<file path="src/rtl/cdb_arbiter_pkg.sv">
// -----------------------------------------------------------------------------
// cdb_arbiter_pkg
//   Shared definitions for the common-data-bus arbiter:
//   - default sizing of the arbiter (units, tag width, result width)
//   - functional-unit indices used as requester / source numbers
//   - source-index width helper (keeps a 1-bit index for a single requester)
// -----------------------------------------------------------------------------
package cdb_arbiter_pkg;

    localparam int NUM_REQ_DEF = 4;
    localparam int BW_TAG_DEF  = 4;
    localparam int BW_DATA_DEF = 32;

    // Requester index of each functional unit on the CDB.
    localparam int UNIT_INT        = 0;
    localparam int UNIT_MUL        = 1;
    localparam int UNIT_BRANCH     = 2;
    localparam int UNIT_LOAD_STORE = 3;

    // Width of an index into n requesters; never narrower than one bit.
    function automatic int src_width(input int n);
        return $clog2(n) + ((n <= 1) ? 1 : 0);
    endfunction

endpackage

</file>
<file path="src/rtl/cdb_arbiter_round_robin_arbiter.sv">
// -----------------------------------------------------------------------------
// round_robin_arbiter
//   Purely combinational round-robin picker. Starting at i_ptr and wrapping
//   modulo N, the first asserted request wins.
// Ports:
//   i_req        in   N   request vector
//   i_ptr        in   W   highest-priority index this cycle
//   o_grant      out  N   one-hot grant, all zero when nothing requests
//   o_grant_idx  out  W   index of the granted requester (0 when none)
// -----------------------------------------------------------------------------
module round_robin_arbiter
    import cdb_arbiter_pkg::*;
#(
    parameter int N = NUM_REQ_DEF,
    parameter int W = src_width(N)
) (
    input  logic [N-1:0] i_req,
    input  logic [W-1:0] i_ptr,
    output logic [N-1:0] o_grant,
    output logic [W-1:0] o_grant_idx
);

    logic         found;
    logic [W-1:0] idx;

    always_comb begin
        o_grant     = '0;
        o_grant_idx = '0;
        found       = 1'b0;
        idx         = '0;
        for (int off = 0; off < N; off++) begin
            idx = W'((int'(i_ptr) + off) % N);
            if (!found && i_req[idx]) begin
                found       = 1'b1;
                o_grant     = '0;
                o_grant[idx] = 1'b1;
                o_grant_idx = idx;
            end
        end
    end

endmodule

</file>
<file path="src/rtl/cdb_arbiter.sv">
// -----------------------------------------------------------------------------
// cdb_arbiter
//   Schedules the common data bus among the functional units (INT, MUL,
//   BRANCH, LOAD_STORE). One result is granted per cycle, round-robin, and is
//   broadcast from a register on the following cycle. Speculative requesters
//   are masked out in a cycle where the branch unit reports a misprediction.
// Ports:
//   clk, rst_n          clock, asynchronous active-low reset
//   i_req_valid         per-unit result available
//   i_req_ready         per-unit accept (one-hot grant, combinational)
//   i_req_tag_flatten   per-unit rename tag, unit k at [k*BW_TAG +: BW_TAG]
//   i_req_data_flatten  per-unit signed result
//   i_req_speculation   per-unit result depends on an unresolved branch
//   i_branch_valid      branch resolved this cycle
//   i_branch_flush      resolved branch mispredicted (qualified by valid)
//   o_cdb_valid/tag/data/src  registered broadcast, no back-pressure
// -----------------------------------------------------------------------------
module cdb_arbiter
    import cdb_arbiter_pkg::*;
#(
    parameter int NUM_REQ           = NUM_REQ_DEF,
    parameter int BW_TAG            = BW_TAG_DEF,
    parameter int BW_PROCESSOR_DATA = BW_DATA_DEF,
    parameter int BW_SRC            = $clog2(NUM_REQ) + ((NUM_REQ <= 1) ? 1 : 0)
) (
    input  logic                                   clk,
    input  logic                                   rst_n,
    input  logic [NUM_REQ-1:0]                     i_req_valid,
    output logic [NUM_REQ-1:0]                     i_req_ready,
    input  logic [NUM_REQ*BW_TAG-1:0]              i_req_tag_flatten,
    input  logic [NUM_REQ*BW_PROCESSOR_DATA-1:0]   i_req_data_flatten,
    input  logic [NUM_REQ-1:0]                     i_req_speculation,
    input  logic                                   i_branch_valid,
    input  logic                                   i_branch_flush,
    output logic                                   o_cdb_valid,
    output logic [BW_TAG-1:0]                      o_cdb_tag,
    output logic [BW_PROCESSOR_DATA-1:0]           o_cdb_data,
    output logic [BW_SRC-1:0]                      o_cdb_src
);

    logic                                flush;
    logic [NUM_REQ-1:0]                  elig;
    logic [NUM_REQ-1:0]                  grant;
    logic [BW_SRC-1:0]                   grant_idx;
    logic                                xfer;
    logic [BW_TAG-1:0]                   tag_sel;
    logic signed [BW_PROCESSOR_DATA-1:0] data_sel;
    logic [BW_SRC-1:0]                   ptr;

    logic                                vld_p1;
    logic [BW_TAG-1:0]                   tag_p1;
    logic signed [BW_PROCESSOR_DATA-1:0] data_p1;
    logic [BW_SRC-1:0]                   src_p1;

    // Stage p0: flush masking, round-robin grant, winner mux
    assign flush = i_branch_valid && i_branch_flush;
    assign elig  = i_req_valid & ~({NUM_REQ{flush}} & i_req_speculation);

    round_robin_arbiter #(
        .N (NUM_REQ),
        .W (BW_SRC)
    ) u_rr (
        .i_req       (elig),
        .i_ptr       (ptr),
        .o_grant     (grant),
        .o_grant_idx (grant_idx)
    );

    // A grant only lands on an eligible (hence valid) unit, so any grant is a transfer.
    assign i_req_ready = grant;
    assign xfer        = |grant;
    assign tag_sel     = i_req_tag_flatten[grant_idx*BW_TAG +: BW_TAG];
    assign data_sel    = $signed(i_req_data_flatten[grant_idx*BW_PROCESSOR_DATA +: BW_PROCESSOR_DATA]);

    // Stage p1: registered broadcast and priority pointer
    always_ff @(posedge clk or negedge rst_n) begin
        if (!rst_n) begin
            vld_p1  <= 1'b0;
            tag_p1  <= '0;
            data_p1 <= '0;
            src_p1  <= '0;
            ptr     <= '0;
        end else begin
            vld_p1 <= xfer;
            if (xfer) begin
                tag_p1  <= tag_sel;
                data_p1 <= data_sel;
                src_p1  <= grant_idx;
                ptr     <= (grant_idx == BW_SRC'(NUM_REQ - 1)) ? '0 : grant_idx + 1'b1;
            end
        end
    end

    assign o_cdb_valid = vld_p1;
    assign o_cdb_tag   = tag_p1;
    assign o_cdb_data  = data_p1;
    assign o_cdb_src   = src_p1;

    // Tag 0 means "value ready" and must never be put on the bus.
    a_no_tag_zero: assert property (@(posedge clk) disable iff (!rst_n)
                                    xfer |-> (tag_sel != '0));

endmodule

</file>
<file path="config.mk">
export PLATFORM = sky130hd
export DESIGN_NAME = cdb_arbiter
export DESIGN_NICKNAME = d
export VERILOG_FILES = /design/src/rtl/cdb_arbiter_pkg.sv /design/src/rtl/cdb_arbiter_round_robin_arbiter.sv /design/src/rtl/cdb_arbiter.sv
export SDC_FILE = /design/constraint.sdc
export NUM_CORES = 1
export LEC_CHECK = 0
export ABC_AREA = 1
export CORE_ASPECT_RATIO = 0.7
export CORE_MARGIN = 2
export CORE_UTILIZATION = 37
export DETAILED_ROUTE_END_ITERATION = 16
export DONT_BUFFER_PORTS = 1
export SYNTH_ARGS = -nofsm -noshare
export SYNTH_HDL_FRONTEND = slang
export SYNTH_SLANG_ARGS = --single-unit
</file>
<file path="constraint.sdc">
create_clock -name clk -period 2.6 [get_ports clk]
set_input_delay 0.78 -clock clk [delete_from_list [all_inputs] [get_ports clk]]
set_output_delay 0.78 -clock clk [all_outputs]
set_load 0.01 [all_outputs]
</file>
# Word-level counts from Yosys, hierarchy flattened
# Index checks and enable logic that the tools add are counted.
# word_totals
ff_bits,41
wordCells,63
inputBits,156
out_inout_bits,43
# classes
order_cmp,8
eq_ne,1
n_shift,2
reduce_logical,12
n_addsub,4
bitwise_logic,3
mux,28
# ops
operator,n
$shiftx A128 B8 Y32,1
$mux W4,4
$shiftx A16 B5 Y4,1
$lt A2 B3 Y1 const B,4
$mux W1,11
$mux W2,5
$and A4 B4 Y4,2
$bmux W1 S2,4
$demux W1 S2,4
$ge A2 B1 Y1 const B,4
$logic_and A1 B1 Y1,8
$add A2 B1 Y2 const B,2
$add A2 B2 Y2 const B,2
$not A4 Y4,1
$reduce_or A4 Y1,1
$logic_not A1 Y1,3
$eq A2 B2 Y1 const B,1

# Longest topological paths before layout
# Gate-level depths: netlist of run 1.
# depth
word_depth,18
ltp_mapped,17
ltp_nobuf,14

# Modules after synthesis
# From an unflattened synthesis of run 1, not the netlist that was laid out.
# unflattened
cells_unflattened,617
hier_area_um2,3693.5
# modules_own_cells
mod,area_each_um2,cells_each,seq_area_each_um2,n_inst
cdb_arbiter,3190.6,536,1026.0,1
round_robin_arbiter,503.0,81,0.0,1

# Worst setup path after synthesis of run 1
# OpenSTA, ideal clock, no wires.
# synth_path
path_type,flip-flop to output port
start,register ptr[0]
end,output i_req_ready[0]
path_slack_ps,175
required_ps,1820
path_stages_with_launch,11
t_arrival_ps,1645
path_cell_list,dfrtp_1 > buf_6 > inv_4 > ha_1 > inv_1 > nand3_1 > nand2_1 > nand4_2 > inv_2 > nand2_1 > nand2_1
# synth_between
elab_chain_cells,12
elab_cells_between_ends,44
classes_between,3 x add/sub; 8 x order compare; 23 x mux; 10 x reduce/logical
# synth_lines
item,line_no,source
start: declaration,cdb_arbiter.sv:48,logic [BW_SRC-1:0] ptr;
start signal: assignment,cdb_arbiter.sv:89,ptr <= (grant_idx == BW_SRC'(NUM_REQ - 1)) ? '0 : grant_idx + 1'b1;
"parallel branches: the longest is 11 deep, another holds $lt A2 B3 Y1",-,
$mux W4 *,cdb_arbiter_round_robin_arbiter.sv:33,if (!found && i_req[idx]) begin
end: declaration,cdb_arbiter.sv:29,"output logic [NUM_REQ-1:0] i_req_ready,"
# Every way passes the cells marked *. The select of a mux whose other input is x is not followed.

# Worst setup path in the final report of run 1
# layout_path
start,register ptr[0]
end,output i_req_ready[1]
# Same word-level chain as after synthesis.

==> metrics.md, run 1 <==
| Metric | Value |
|---|---|
| Routability congestion estimate | ~0.86 |
| Die height | 90.6 um |
| Reg2reg setup slack | between 0.1 and 0.15 ns |
| H-tree Lvls | 2 |
| Max Cap Viol | 0 |
| Register bit total from synthesis | 41 |
| Fillers | 1086 |
| Placed cells | 778 |
| Top layer reached by signal wires | met4 |
| Cells after synthesis | around 660 |
| Ys Warns | 0 |
| Initial antenna violation count | 0 |
| Type of origin of the critical path | flop |
| Sequential area share after synthesis | 0.259 |
| Vias in the first global route | 3785 |
| Total track usage | 0.203 |
| Post-Syn Area | 3960 um2 |
| Routed WL | between 10 and 15 mm |
| Status | finished, violations left |
| P&R area growth vs syn | 18.4% |
| Clk_skew | 0.00182 ns |
| DR DRC count | 0 |
| Routed wl met2 | 5.73 mm |
| Fmax | roughly 0.38 GHz |
| Diode count | 0 |
| First-pass GRT wire length | 18.9 mm |
| Worst Path Required | ~1.8 ns |
| DR vias/cell | 5.33 |
| Die width | 128 um |
| Crit Path Max Fanout | 5 |
| Inserted Clock Buffers | 5 |
| Routed length on met3 | 1.23 mm |
| Clock buffer depth | 2 |
| Nets | 831 |
| Final Setup Violations | 1 |
| Worst-Margin Slew | 0.243 ns |
| Largest net degree at the start of global routing | 42 |
| # rows | 31 |
| Core ar. | ~10000 um2 |
| Type of the most critical hold path | in -> async |
| Fin crit period | 2.61 ns |
| Type of the worst setup path | reg -> out |
| # IOs | 199 |
| Distinct cells, synth | 22 |
| Clock sinks | 41 |
| IO buf count | 0 |
| CTS tree | done |
| Wire per inst | between 15 and 20 um |
| Post-synthesis net count | 823 |
| Period utilization | 1.00 |
| Max Slew Vio Count | 0 |
| Normalized max-slew margin | 0.838 |
| Starting Density | 0.381 |
| Final HPWL from detailed placement | 8.56 mm |
| Failing checks | negative setup slack |
| Initial drt markers | 155 |
| PnR worst setup slack | -0.00711 ns |
| Detail Route Antenna Nets | 0 |
| DR vias | 4262 |
| RSZ-0062 raised after global routing | yes |
| Clk slew on worst S/H paths | roughly 0.060 ns |
| Layout cells sized above 1 | 0.145 |
| Worst Path Arrival | 1.83 ns |
| Clk_lat worst skew | 0.28 ns |
| Crit. End Element | primary output |
| Clock root buffer | clkbuf_16 |
| Global route total overflow | 0 |
| Avg Cell Area, Syn | 6.01 um2 |
| Hold Fails Final Rpt | 0 |
| M1 wire length | ~5.4 mm |
| Cell count of the worst reg-to-reg path | 15 |
| First-pass detailed-route iteration total | 5 |
| Finished Layout Cells | 800 |
| Total die area | approximately 12000 um2 |
-- logic make-up (layout without fill, tap and decap cells) --
family | after synthesis | count (layout) | share of synthesized area
AO/OA/AOI/OAI | 5 | 5 | 0.00632
XOR/XNOR | 1 | 1 | 0.00221
adder cells (fa/ha/maj) | 8 | 8 | 0.0253
buffers and inverters | 164 | 173 | 0.185
flip-flops | 41 | 41 | 0.259
AND/OR/NAND/NOR | 440 | 440 | 0.522
-- flip-flops by register name, indices dropped and copies added, names as in the netlist --
register,cells
o_cdb_data,32
o_cdb_src,2
o_cdb_tag,4
o_cdb_valid,1
ptr,2
-- cell usage in the layout, fill, tap and decap left out, drive strengths merged --
master,n
o21ai,4
nand3,175
nand4,3
clkbuf,8
inv,121
dfrtp,41
a21oi,1
nor2,11
ha,8
xor2,1
buf,44
nand2,215
nand3b,36
-- synth_stat cells --
| cell | count | area (um2) |
|---|---|---|
| nor2_1 | 9 | 33.8 |
| xor2_1 | 1 | 8.76 |
| nand3_1 | 171 | 856 |
| clkbuf_1 | 7 | 26.3 |
| buf_1 | 5 | 18.8 |
| o21ai_1 | 4 | 20.0 |
| inv_1 | 117 | 439 |
| nor2_4 | 2 | 22.5 |
| nand4_2 | 1 | 12.5 |
| buf_6 | 10 | 113 |
| inv_2 | 3 | 11.3 |
| buf_4 | 6 | 45.0 |
| nand4_1 | 2 | 12.5 |
| nand3_2 | 4 | 40.0 |
| a21oi_1 | 1 | 5.00 |
| inv_4 | 1 | 6.26 |
| dfrtp_1 | 41 | 1030 |
| buf_2 | 15 | 75.1 |
| nand2_1 | 210 | 788 |
| ha_1 | 8 | 100 |
| nand3b_1 | 36 | 270 |
| nand2_2 | 5 | 31.3 |
-- worst paths after layout --
path                                  end      startpoint
max                        i_req_ready[1]          ptr[0]
min                        o_cdb_data[15]           rst_n
max reg2reg                o_cdb_data[31]          ptr[0]
min reg2reg                o_cdb_data[26]  o_cdb_data[26]
max in group asynchronous   o_cdb_data[1]           rst_n
min in group clk           o_cdb_data[26]  o_cdb_data[26]
-- cell type report --
type	instances	area [um2]	area share
sequential	41	1030	0.219
inverter	121	457	0.0973
tap	132	165	0.0352
multi-input combinational	454	2420	0.516
clock buffer	8	136	0.0291
timing repair buffer	44	485	0.103
-- metrics by stage --
stage	worst slack, ns	utilization	setup TNS, ns	cell area, um2	hold WS, ns
after floorplan	0.175	-	0	3960	0.484
after CTS	0.00318	0.429	0	4460	0.180
after global placement	-0.0110	0.404	-0.0110	4200	0.486
after global routing	-0.0726	0.451	-0.220	4690	0.175
after detailed placement	-0.120	0.404	-0.177	4200	0.486
final	-0.00711	0.451	-0.00711	4690	0.192
-- layer usage --
metal | global-route usage | up-vias
met5 | 0 | -
met2 | 0.341 | 229
met1 | 0.256 | 1947
li1 | - | 2059
met4 | 0.0495 | 0
met3 | 0.0586 | 27
-- critical path: stages (launching register included) --
cell	delay, ns
dfrtp_1	0.42
inv_4	0.09
buf_6	0.13
nand3_2	0.12
nand2_1	0.14
nand2_2	0.10
nand2_4	0.11
nand3_1	0.10
o21ai_1	0.11
nor2_1	0.07
nand2_2	0.07
buf_6	0.10
-- repair_timing --
item / CTS / global route
setup buffers: 7 / 7
pin swaps: 4 / 20
hold buffers: 0 / 0
resized for setup: 16 / 40
endpoints found under the setup margin: 4 / 17
Power of run 1 is left out: the tool's default activity adds up to more than one toggle a clock period on the data nets, which glitch-free logic cannot reach.
==> inputs of run 2 (changes only) <==
--- a/config.mk
+++ b/config.mk
@@ -11,6 +11,7 @@
 export CORE_UTILIZATION = 37
 export DETAILED_ROUTE_END_ITERATION = 16
 export DONT_BUFFER_PORTS = 1
+export MAX_ROUTING_LAYER = met4
 export SYNTH_ARGS = -nofsm -noshare
 export SYNTH_HDL_FRONTEND = slang
 export SYNTH_SLANG_ARGS = --single-unit
==> run 2 against run 1 <==
Net effect:
- the run still ends with negative setup slack left
- worst setup slack got worse by 0.13 ns
- critical path depth fell by 1
- sequential cell count did not move
- global-route usage rose by 0.24 points
- die area did not move
- cell count fell by 0.38%
- first-iteration DRC count rose by 5.8%
- wire length fell by 1.7%
- fmax fell by 4.9%
- utilization fell by 0.49 points
- non-clock buffer count fell by 2
- final area fell by 1.1%
==> metrics.md, run 2 (synthesis results as in run 1) <==
| Metric | Value |
|---|---|
| Pre-CTS setup slack | -0.112 ns |
| Routed WL | 12.4 mm |
| Max reg flops | 32 |
| Type of the worst setup path | reg -> out |
| Inserted Clock Buffers | 5 |
| Vias in the first global route | 3807 |
| Normalized max-slew margin | 0.849 |
| Fillers | around 1100 |
| Die height | 90.6 um |
| Hold_ws | 0.193 ns |
| Detail Route Antenna Nets | 0 |
| DR vias/cell | 5.29 |
| P&R area growth vs syn | 17.2% |
| Fin crit period | roughly 2.7 ns |
| Failing checks | negative setup slack |
| Reg2reg start | ptr[0] |
| Die width | ~130 um |
| Max Cap Viol | 0 |
| Worst Path Required | 1.82 ns |
| Fmax | 0.365 GHz |
| Cell count of the worst reg-to-reg path | 17 |
| Total track usage | 0.205 |
| Diode count | 0 |
| Period utilization | 1.05 |
| Clock root buffer | clkbuf_16 |
| H-tree Lvls | 2 |
| Clk slew on worst S/H paths | approximately 0.060 ns |
| Global route total overflow | 0 |
| PnR worst setup slack | -0.142 ns |
| Initial drt markers | 164 |
| Reg area | 1030 um2 |
| FF-to-FF End | o_cdb_data[27] |
| IO buf count | 0 |
| Placed cell areas | about 4200 um2 |
| Hold Fails Final Rpt | 0 |
| Core ar. | 10400 um2 |
| # rows | 31 |
| Total die area | roughly 12000 um2 |
| Commonest non-fill, non-tap cell in the layout | nand2_1 |
| Clk_skew | 0.00753 ns |
| Type of origin of the critical path | flop |
| DR DRC count | 0 |
| Starting Density | 0.381 |
| Crit Path Max Fanout | 5 |
| Clk_lat worst skew | 0.28 ns |
| Worst-Margin Slew | roughly 0.23 ns |
| Layout cells sized above 1 | 0.141 |
| Clock sinks | slightly above 40 |
| Crit. End Element | primary output |
| # IOs | ~200 |
| RSZ-0062 raised after global routing | yes |
| Final HPWL from detailed placement | approximately 8.6 mm |
| Hold buffers post-CTS | 0 |
| Wire per inst | 15.6 um |
| DR vias | 4216 |
| Reg2reg setup slack | between 0.1 and 0.15 ns |
| Largest net degree at the start of global routing | 42 |
| First-pass GRT wire length | 18.8 mm |
| Design Area, Final | 4640 um2 |
| First-pass detailed-route iteration total | 5 |
| Setup TNS | -0.351 ns |
| Routability congestion estimate | 0.836 |
| CTS tree | done |
| Most frequent cells in the layout | nand2_1 (203), nand3_1 (157), inv_1 (113), dfrtp_1 (41), nand3b_1 (36) |
| Worst Path Arrival | 1.96 ns |
| Clock buffer depth | 2 |
| Nets | 829 |
| Status | finished, violations left |
| Multi-input gate area | 2370 um2 |
| Max Slew Vio Count | 0 |
| Initial antenna violation count | 0 |
| Final Setup Violations | 4 |
| Type of the most critical hold path | in -> async |
[run 2: changes by cell type in the layout (fill, tap and decap cells not counted), sizes merged]
cell / change
clkbuf: -1
buf: -2
[run 2: worst max-delay path by stage]
stage,startpoint,to,slack [ns],cells after the start
floorplan,ptr[0],i_req_ready[0],0.18,10
global placement,i_branch_valid,i_req_ready[1],-0.03,9
detailed placement,i_req_speculation[1],i_req_ready[0],-0.11,9
CTS,ptr[0],i_req_ready[1],0.01,10
global route,ptr[0],i_req_ready[2],-0.22,11
finish,ptr[0],i_req_ready[2],-0.14,10
[run 2: critical path, cell delays in order (launching register included)]
cell	delay (ns)
dfrtp_1	0.42
inv_4	0.10
buf_6	0.13
nand3_1	0.16
nand3_1	0.19
nand2_4	0.10
nand3_4	0.11
nor2_2	0.04
nor2_1	0.14
nand2_1	0.14
buf_6	0.15
[run 2: area by class of cell]
class,count,area share
multi-input combinational,454,0.511
sequential,41,0.221
timing repair buffer,42,0.102
inverter,121,0.0995
tap,132,0.0356
clock buffer,7,0.0307
[run 2: through the flow]
step / utilization / instances
2_1_floorplan: - / 659
3_3_place_gp: 0.404 / 778
3_5_place_dp: 0.404 / 778
4_1_cts: 0.429 / 791
5_1_grt: 0.446 / 797
6_report: 0.446 / 797
[run 2: what timing repair did]
item | CTS | global route
setup endpoints to repair | 4 | 4
resized for setup | 16 | 32
pin swaps | 5 | 13
setup buffers | 6 | 6
[run 2: layer usage]
layer  up-vias  global-route usage  routed length, um
met4         0              0.0449                197
met2       215               0.335               5800
met5         -                   -                  0
li1       2051                   -                  -
met1      1930               0.257               5370
met3        20              0.0527               1040
Power of run 2 is left out for the same reason.
==> patch, RTL diff (flow settings as in run 2) <==
The package constant `BW_DATA_DEF` goes from 32 to 28.
--- a/src/rtl/cdb_arbiter_pkg.sv
+++ b/src/rtl/cdb_arbiter_pkg.sv
@@ -11,3 +11,3 @@
     localparam int BW_TAG_DEF  = 4;
-    localparam int BW_DATA_DEF = 32;
+    localparam int BW_DATA_DEF = 28;
 
Ports: changed (resized i_req_data_flatten and o_cdb_data); port bits go from 199 to 179. The function was not compared with the original's and may differ.
==> patch against run 2 <==
- final area decreased by 11%
- critical path depth decreased by 1
- worst setup slack improved by 0.20 ns
- sequential cell count decreased by 4
- routed wire length decreased by 16%
- synthesized area decreased by 8.1%
- final cell count decreased by 5.4%
- clock skew decreased by 0.0046 ns
- critical path type unchanged
- largest cell class unchanged
- highest routed layer unchanged
Power is left out: the tool's default activity adds up to more than one toggle a clock period on the data nets, which glitch-free logic cannot reach.
==> patch: results (changes against run 2) <==
stage,metric,value,unit,change
run_status,status,"finished, final reports clean",,"was finished, violations left"
detailed_routing,route.met3.wl,714,um,was 1040 um
global_route,grt_antenna_before_repair,0,,unchanged
yosys,yosysSeqAreaShare,25.43,%,was 25.90%
min_path,worstHoldPathType,in -> async,,unchanged
final_layout,nets,774,,was 829
timing,fin_skew,0.002953,ns,was 0.007533 ns
yosys,synth_nets,778,,was 823
critical_path,cp.arrival,1.76,ns,was 1.96 ns
detailed_routing,wl_per_cell,13.89,um,was 15.56 um
timing,maxSlewHeadroom,71.37,%,was 84.92%
critical_path,path_class,reg -> out,,unchanged
yosys,syn_avg_cell_area,5.779,sq um,was 6.011 sq um
detailed_routing,wl_met2,4945,um,was 5801 um
critical_path,crit_fanout,4,,was 5
final_layout,largest_reg_flops,28,,was 32
detailed_routing,viasPerCell,4.993,,was 5.290
detailed_routing,drt-initial-drc-count,130,,was 164
yosys,synth_area_leaders,"nand3_1, dfrtp_1, nand2_1",,"was dfrtp_1, nand3_1, nand2_1"
detailed_routing,dr.pass1.iters,4,,was 5
global_route,grt_max_degree,65,,was 42
global_route,groute.usage.overall,19.03,%,was 20.51%
placed_design,gp_congestion,0.8783,,was 0.8358
detailed_routing,wl_met1,4795,um,was 5366 um
critical_path,max_stage_delay,0.39,ns,was 0.42 ns
placed_design,dp.cells,740,,was 778
placed_design,hpwl,7470,um,was 8631 um
detailed_routing,vias,3765,,was 4216
final_layout,drive_gt1_share,11.34,%,was 14.14%
yosys,synth_common_cells,"nand2_1, nand3_1, inv_1",,unchanged
global_route,grt_pass1_vias,3266,,was 3807
==> patch: routing by layer <==
metal	global-route usage, %	up-vias
met5	-	-
met4	2.090	0
met1	23.56	1722
li1	-	1916
met3	4.777	2
met2	32.53	125
==> patch: logic make-up (layout without fill, tap and decap cells) <==
| group | after synthesis | count (layout) | share of synthesized area (%) |
|---|---|---|---|
| simple gates | 405 | 405 | 51.10 |
| buf+inv | 176 | 172 | 20.07 |
| flops | 37 | 37 | 25.43 |
| fa+ha+maj | 8 | 8 | 2.749 |
| compound gates | 3 | 3 | 0.4123 |
| xor+xnor | 1 | 1 | 0.2406 |
==> patch: worst paths after layout <==
kind | end | cells past startpoint | slack, ns
hold reg to reg | o_cdb_data[24] | 2 | 0.59
setup / recovery | i_req_ready[2] | 9 | 0.06
hold / removal | o_cdb_data[16] | 0 | 0.20
setup reg to reg | o_cdb_data[6] | 17 | 0.21
min in group clk | o_cdb_data[24] | 2 | 0.59
max in group asynchronous | o_cdb_data[8] | 0 | 2.31
==> patch: timing repair <==
item / CTS / global route
buffers inserted: 0 / 7
endpoints found under the setup margin: 4 / 22
pin swaps: 2 / 9
resized for setup: 6 / 24
hold buffers: 0 / 0
hold endpoints to repair: 0 / 0
==> patch: layout make-up <==
cell class,instances,area (sq um)
fill,1031,5500
multi-input combinational,417,2103
sequential,37,925.9
inverter,139,528.0
timing repair buffer,26,269.0
tap,128,160.2
clock buffer,5,125.1
clock inverter,2,35.03
==> patch: per-stage QoR <==
step	hold WS (ns)	area [sq um]	util, %	setup slack, ns	TNS (ns)
2_1_floorplan	0.4844	3641	-	0.07557	0
3_3_place_gp	0.4863	3810	39.49	-0.04137	-0.05415
3_5_place_dp	0.4859	3810	39.49	-0.03895	-0.2940
4_1_cts	0.1909	4001	41.48	0.0005649	0
5_1_grt	0.1816	4146	42.98	-0.03506	-0.06740
6_report	0.1978	4146	42.98	0.05827	0
